### config.mk
export PLATFORM = sky130hd
export DESIGN_NAME = pipelined_adder_nbit
export DESIGN_NICKNAME = d
export VERILOG_FILES = /design/src/rtl/pipelined_adder_nbit.sv
export SDC_FILE = /design/constraint.sdc
export NUM_CORES = 1
export LEC_CHECK = 0
export CORE_ASPECT_RATIO = 1.2
export CORE_MARGIN = 8
export CORE_UTILIZATION = 30
export DETAILED_ROUTE_END_ITERATION = 16
export PLACE_DENSITY_LB_ADDON = 0.15
export SLEW_MARGIN = 30
export SYNTH_ARGS = -nofsm -noshare
export SYNTH_HDL_FRONTEND = slang
export SYNTH_SLANG_ARGS = --single-unit
export TNS_END_PERCENT = 30
### constraint.sdc
create_clock -name clk -period 2.1 [get_ports clk]
set_clock_uncertainty 0.1 [all_clocks]
set_input_delay 0.315 -clock clk [delete_from_list [all_inputs] [get_ports clk]]
set_output_delay 0.315 -clock clk [all_outputs]
set_load 0.02 [all_outputs]
### src/rtl/pipelined_adder_nbit.sv
// Pipelined N-bit adder/subtractor: carry chain split into STAGES chunks of W=N/STAGES bits.
// Latency STAGES cycles, one op per cycle; stalls ripple back through valid/ready, in_ready combinational from out_ready.
// Backpressure: a stage loads when it is empty or its content moves on; out_valid results held until out_ready.
module pipelined_adder_nbit #(
    parameter int N      = 8,
    parameter int STAGES = 2
) (
    input  logic         clk,
    input  logic         rst,
    input  logic         in_valid,
    output logic         in_ready,
    input  logic [N-1:0] a,
    input  logic [N-1:0] b,
    input  logic         cin,
    input  logic         sub,
    output logic         out_valid,
    input  logic         out_ready,
    output logic [N-1:0] sum,
    output logic         cout,
    output logic         ovf
);

    localparam int W = N / STAGES;
    localparam int L = STAGES - 1;

    // x holds {a bits not yet added, sum bits already produced}; y holds the
    // remaining b_eff chunks shifted down so the next chunk is always at [W-1:0].
    logic [N-1:0]      x_q  [STAGES];
    logic [N-1:0]      y_q  [STAGES];
    logic [STAGES-1:0] c_q;
    logic [STAGES-1:0] v;
    logic              ovf_q;

    logic [N-1:0]      x_in [STAGES];
    logic [N-1:0]      y_in [STAGES];
    logic [N-1:0]      x_nx [STAGES];
    logic [N-1:0]      y_nx [STAGES];
    logic [W:0]        part [STAGES];
    logic [STAGES-1:0] c_in;
    logic [STAGES-1:0] v_in;
    logic [STAGES:0]   ld;
    logic              ovf_nx;

    // ld[k]: stage k register may capture new contents this edge
    always_comb begin
        ld         = '0;
        ld[STAGES] = out_ready;
        for (int k = STAGES - 1; k >= 0; k--) begin
            ld[k] = !v[k] || ld[k+1];
        end
    end

    always_comb begin
        x_in[0] = a;
        y_in[0] = b ^ {N{sub}};
        c_in[0] = cin ^ sub;
        v_in[0] = in_valid;
        for (int k = 1; k < STAGES; k++) begin
            x_in[k] = x_q[k-1];
            y_in[k] = y_q[k-1];
            c_in[k] = c_q[k-1];
            v_in[k] = v[k-1];
        end
        for (int k = 0; k < STAGES; k++) begin
            part[k] = {1'b0, x_in[k][k*W +: W]} + {1'b0, y_in[k][W-1:0]} + {{W{1'b0}}, c_in[k]};
            x_nx[k] = x_in[k];
            x_nx[k][k*W +: W] = part[k][W-1:0];
            y_nx[k] = y_in[k] >> W;
        end
        // a's MSB is still untouched in x at the last stage; b_eff's MSB sits at y[W-1]
        ovf_nx = (x_in[L][N-1] == y_in[L][W-1]) && (part[L][W-1] != x_in[L][N-1]);
    end

    always_ff @(posedge clk) begin
        if (rst) begin
            v     <= '0;
            c_q   <= '0;
            ovf_q <= 1'b0;
            for (int k = 0; k < STAGES; k++) begin
                x_q[k] <= '0;
                y_q[k] <= '0;
            end
        end else begin
            for (int k = 0; k < STAGES; k++) begin
                if (ld[k]) begin
                    v[k] <= v_in[k];
                    if (v_in[k]) begin
                        x_q[k] <= x_nx[k];
                        y_q[k] <= y_nx[k];
                        c_q[k] <= part[k][W];
                    end
                end
            end
            if (ld[L] && v_in[L]) begin
                ovf_q <= ovf_nx;
            end
        end
    end

    assign in_ready  = !rst && ld[0];
    assign out_valid = v[L];
    assign sum       = x_q[L];
    assign cout      = c_q[L];
    assign ovf       = ovf_q;

endmodule

==> results of run 1 <==
## worst max-delay path by stage
stage / from / to / slack [ns] / cells after the start
final: b[0] / x_q[0][3]$_SDFFCE_PN0P_ / 0.05 / 6
after global routing: b[0] / c_q[0]$_SDFFE_PP0P_ / 0.01 / 7
after CTS: y_q[0][0]$_SDFFCE_PN0P_ / c_q[1]$_SDFFE_PP0N_ / 0.01 / 5
after detailed placement: sub / x_q[0][3]$_SDFFCE_PN0P_ / -0.44 / 6
after global placement: sub / x_q[0][3]$_SDFFCE_PN0P_ / -0.39 / 6
after floorplan: sub / x_q[0][3]$_SDFFCE_PN0P_ / -0.02 / 6
## timing repair
action	in CTS	in global routing
hold buffers	0	0
endpoints found under the setup margin	5	1
cloned	0	0
pin swaps	1	0
resized for setup	6	2
endpoints found under the hold margin	0	0
## state kept, by name (all words and copies together), names as in the netlist
signal,cells
v,2
x_q,16
c_q,2
y_q,4
ovf,1
## cell usage after synthesis (2+ instances only)
cell,n,area [um2]
and2_1,12,75.07
edfxtp_1,20,600.6
nor3_1,2,10.01
fa_1,4,80.08
nor2_2,5,31.28
xnor2_1,6,52.55
nand3_1,2,10.01
a21oi_1,6,30.03
nor2b_1,2,12.51
buf_6,2,22.52
dfxtp_1,5,100.1
nor2_1,5,18.77
ha_1,6,75.07
xor2_1,5,43.79
a21o_1,5,37.54
## where the power goes
group	switching [mW]	internal, mW	leakage (nW)	total [mW]
clock network	0.154	0.133	0.0255	0.286
registers	0.0193	0.588	0.258	0.608
logic	0.146	0.167	0.451	0.312
## cell families after synthesis
logic type,synth area share
and+or+nand+nor,0.1716
xor gates and xnor gates,0.07064
muxes,0.008256
adders and majority gates,0.1138
DFF,0.5138
AOI/OAI and AO/OA,0.09267
buffers and inverters,0.02934
## metrics by stage
step	hold slack (ns)	utilization
finish	0.4234	0.4213
global route	0.4412	0.4213
CTS	0.4299	0.4180
detailed placement	0.4077	0.4057
global placement	0.3980	0.4057
floorplan	0.3247	-
## layout make-up
cell class / instances / area (um2)
timing repair buffer: 45 / 417.9
multi-input combinational: 78 / 651.9
clock buffer: 3 / 41.29
sequential: 25 / 700.7
tap: 58 / 72.57
clock inverter: 1 / 5.005
fill: 436 / 2600
inverter: 1 / 3.754
## metal layers
layer / up-vias / track usage / part of all wire / routed length [um]
li1: 477 / - / - / -
met1: 438 / 0.08368 / 0.40 / 1170
met2: 23 / 0.1605 / 0.52 / 1495
met3: 4 / 0.01992 / 0.053 / 153
met4: 0 / 0.05678 / 0.026 / 76
met5: - / 0 / 0 / 0
## critical path, cell delays in order
cell	delay [ns]
clkdlybuf4s50_1	0.41
xor2_1	0.16
fa_2	0.39
a21o_1	0.19
a21oi_1	0.15
mux2_2	0.35
==> impl_metrics.csv, run 1 <==
group,metric,value,unit
run_status,status,"finished, final reports clean",
sta,fmax,488.5,MHz
sta,setup-violations-final,0,
clocking,post-cts-setup-buffers,0,
global_routing,grt_pass1_vias,1075,
min_path,worst_hold_startpoint,"c_q[1]$_SDFFE_PP0N_",
min_path,hold_depth,2,
sta,tightest_slew,0.4024,ns
routing,wl,2.895,mm
clocking,htree_levels,1,
place,portBuffers,33,
layout,nets,186,
routing,via_count,942,
die,die_height,89.86,um
sta,fin_crit,2.047,ns
critical_path,r2r-start,"y_q[0][0]$_SDFFCE_PN0P_",
yosys,synth-seq-cells,25,
flow_run,maxCapViolCount,0,
power,power_density,637.3,nW/um2
die,coreArea,4493,um2
sta,rsz0062_at_grt,"false",
critical_path,crit_type,"in -> reg",
yosys,synth_edf_count,20,
yosys,mappedNetlistArea,1364,um2
place,place_area,1823,um2
place,gp_congestion,0.7233,
routing,vias_per_cell,4.464,
clocking,clk_pin_slew_worst_paths,0.09,ns
critical_path,reg2reg_to,"c_q[1]$_SDFFE_PP0N_",
die,die-area,6969,um2
layout,fin_area,1893,um2
clocking,insertion_delay,0.27,ns
global_routing,antenna_found_initial,0,
sta,slew_violations,0,
critical_path,worst-r2r-setup-slack,0.07,ns
sta,max_slew_margin,0.7280,
place,place_ws,-0.4429,ns
yosys,async_reset_ff_frac,0,
die,io_pins,34,
sta,post-route-period-util,0.9748,
min_path,min_path_type,"reg -> reg",
critical_path,startpoint_type,"primary input",
layout,layout_common_cells,"clkdlybuf4s50_1 (31), edfxtp_1 (20), and2_1 (12), buf_4 (12)",
place,dp_cells,207,
yosys,synth_flop_cell,"edfxtp_1",
routing,post-route-drc-count,0,
sta,setup_slack,0.05299,ns
critical_path,setup.worst_path.end_class,"flip-flop",
layout,final_common_cell,"clkdlybuf4s50_1",
routing,drt_iter0_drc,16,
power,finalPower,1.207,mW
critical_path,arrival,1.97,ns
die,start_util,0.3035,
critical_path,cp_max_fo,2,
global_routing,grt_max_degree,15,
min_path,holdPathEnd,"c_q[1]$_SDFFE_PP0N_",
global_routing,gr-usage-all-layers,0.08721,
clocking,clock-sinks,25,
layout,diodes,0,
die,die_w,77.55,um
routing,drt-pass1-iter-count,4,
clocking,clk_path_buf_depth,2,
power,leakage,0.7347,nW
clocking,cts_made_buffers,3,
yosys,syn_inst,109,
critical_path,worstRegToRegCells,5,
sta,hold_viol,0,
power,worst_ir_drop_vdd,0.1910,mV
clocking,cts_tree,"done",
layout,instances_no_fill,211,
place,hpwl,2.273,mm
global_routing,grt_pass1_wl,4.933,mm
yosys,synth_fp_nets,141,
routing,avgRoutedWirePerCell,13.72,um
global_routing,grt_overflow_total,0,
layout,area_growth,38.81,%
yosys,ys_types,37,
die,fp-row-count,27,
layout,drive_gt1_frac,0.2026,
yosys,avgSynthCellArea,12.51,um2
critical_path,cp_data_required_time,2.03,ns
routing,final_antenna_net_count,0,
yosys,seq_area_frac_synth,0.5138,
yosys,yosys_warnings,0,
clocking,cts_root_buf,"clkbuf_8",
sta,tns,0,ns
(Power assumes the default switching activity.)
==> run 2: changes to the inputs <==
--- a/config.mk
+++ b/config.mk
@@ -5,12 +5,11 @@
 export SDC_FILE = /design/constraint.sdc
 export NUM_CORES = 1
 export LEC_CHECK = 0
-export CORE_ASPECT_RATIO = 1.2
 export CORE_MARGIN = 8
 export CORE_UTILIZATION = 30
 export DETAILED_ROUTE_END_ITERATION = 16
 export PLACE_DENSITY_LB_ADDON = 0.15
-export SLEW_MARGIN = 30
+export SLEW_MARGIN = 40
 export SYNTH_ARGS = -nofsm -noshare
 export SYNTH_HDL_FRONTEND = slang
 export SYNTH_SLANG_ARGS = --single-unit
==> run 2 against run 1 <==
Total power is 0.67% higher. Combinational power is 4% higher. Critical path depth stayed put. Largest power group unchanged. Design area is 1.7% higher. Core utilization is 2.1 points higher.
==> impl_metrics.csv, run 2 (synthesized netlist as in run 1, its figures left out) <==
group,metric,value,unit
run_status,status,"finished, final reports clean",
critical_path,arrival,1.97,ns
critical_path,crit_type,"in -> reg",
clocking,insertion_delay,0.26,ns
clocking,cts_root_buf,"clkbuf_8",
layout,fin_area,1924,um2
routing,final_antenna_net_count,0,
power,comb_power_share,0.267,
layout,post-route-util,0.4420,
power,pwr-share-seq,0.501,
clocking,clk_path_buf_depth,2,
power,leakage,0.7560,nW
critical_path,worstRegToRegCells,5,
routing,via_count,954,
sta,hold_viol,0,
layout,area_growth,41.10,%
layout,final_common_cell,"clkdlybuf4s50_1",
layout,layout_common_cells,"clkdlybuf4s50_1 (30), edfxtp_1 (20), and2_1 (12), buf_4 (12)",
critical_path,slowest_delay,0.42,ns
routing,wl,2.966,mm
place,place_area,1836,um2
flow_run,maxCapViolCount,0,
global_routing,antenna_found_initial,0,
sta,fmax,488.6,MHz
power,finalPower,1.215,mW
power,p_int,894.4,uW
critical_path,cp_cell_sequence,"clkdlybuf4s50_1, xor2_1, fa_2, a21o_1, a21oi_2, mux2_2",
die,die_height,83.43,um
die,io_pins,34,
critical_path,slowest_stage,"clkdlybuf4s50_1",
layout,multi_input_area,666.9,um2
critical_path,cp_max_fo,2,
min_path,min_path_type,"reg -> reg",
routing,avgRoutedWirePerCell,14.40,um
power,worst_ir_drop_vdd,0.2373,mV
die,start_util,0.3132,
clocking,htree_levels,1,
layout,register_area,700.7,um2
clocking,cts_made_buffers,3,
place,hpwl,2.290,mm
power,power_density,631.2,nW/um2
place,gp_congestion,0.7401,
routing,drt-pass1-iter-count,2,
die,coreArea,4354,um2
global_routing,gr-usage-all-layers,0.08657,
routing,post-route-drc-count,0,
layout,nets,187,
sta,fin_crit,2.047,ns
clocking,clk_pin_slew_worst_paths,0.09,ns
power,switchingPower,320.2,uW
sta,setup-violations-final,0,
sta,max_slew_margin,0.7042,
global_routing,grt_pass1_wl,4.885,mm
clocking,cts_tree,"done",
critical_path,cp_data_required_time,2.02,ns
die,die-area,6960,um2
sta,hold_ws,0.4213,ns
layout,largest_reg_flops,16,
power,sw_frac_of_total,0.2636,
global_routing,grt_overflow_total,0,
layout,diodes,0,
place,portBuffers,33,
layout,regMostFlops,"x_q",
critical_path,startpoint_type,"primary input",
clocking,clock-sinks,25,
layout,top_regs,"x_q (16), y_q (4)",
sta,tightest_slew,0.4376,ns
global_routing,grt_pass1_vias,1025,
sta,post-route-period-util,0.9746,
sta,tns,0,ns
routing,vias_per_cell,4.631,
routing,drt_iter0_drc,28,
global_routing,grt_max_degree,15,
layout,drive_gt1_frac,0.2273,
die,die_w,83.43,um
layout,nFillCells,383,
critical_path,setup.worst_path.end_class,"flip-flop",
die,fp-row-count,24,
power,pwr-share-clk,0.231,
min_path,hold_depth,1,
clocking,cts_hold_buf,0,
sta,slew_violations,0,
run 2: critical path, delay by kind of cell:
family,cells,cell delay (ns)
adder cells (fa/ha/maj),1,0.38
XOR/XNOR,1,0.16
AO/OA/AOI/OAI,2,0.35
buffers and inverters,1,0.42
multiplexers,1,0.34
run 2: area by class of cell:
| cell class | count | share of cell area |
|---|---|---|
| Clock buffer | 3 | 0.02146 |
| Multi-Input combinational cell | 78 | 0.3466 |
| Inverter | 1 | 0.001951 |
| Sequential cell | 25 | 0.3641 |
| Timing Repair Buffer | 46 | 0.2295 |
| Clock inverter | 1 | 0.002601 |
| Tap cell | 52 | 0.03381 |
run 2: layer usage:
metal | global-route usage | wire (um)
met3 | 0.02246 | 155
met2 | 0.1471 | 1480
met4 | 0.03768 | 40
met1 | 0.09960 | 1288
met5 | 0 | 0
run 2: what timing repair did:
| action | CTS | global route |
|---|---|---|
| endpoints found under the setup margin | 6 | 3 |
| resized for setup | 7 | 6 |
| pin swaps | 0 | 5 |
| setup buffers | 0 | 0 |
run 2: power groups by stage:
stage / Combinational, mW / Sequential [mW] / Clock (mW)
CTS: 0.323 / 0.610 / 0.297
global route: 0.359 / 0.616 / 0.318
global placement: 0.309 / 0.619 / 0
finish: 0.325 / 0.609 / 0.281
detailed placement: 0.313 / 0.621 / 0
floorplan: 0.149 / 0.641 / 0
run 2: final timing paths:
kind	endpoint	start	slack, ns
min reg2reg	x_q[0][8]$_SDFFCE_PN0P_	x_q[0][0]$_SDFFCE_PN0P_	0.42
max	x_q[0][3]$_SDFFCE_PN0P_	cin	0.05
max reg2reg	c_q[1]$_SDFFE_PP0N_	y_q[0][0]$_SDFFCE_PN0P_	0.12
min	x_q[0][8]$_SDFFCE_PN0P_	x_q[0][0]$_SDFFCE_PN0P_	0.42
run 2: stage by stage:
stage               instances  worst slack, ns
global placement          202          -0.3766
global route              206         -0.01311
detailed placement        202          -0.4495
finish                    206          0.05340
CTS                       206         0.005320
floorplan                 109         -0.01834
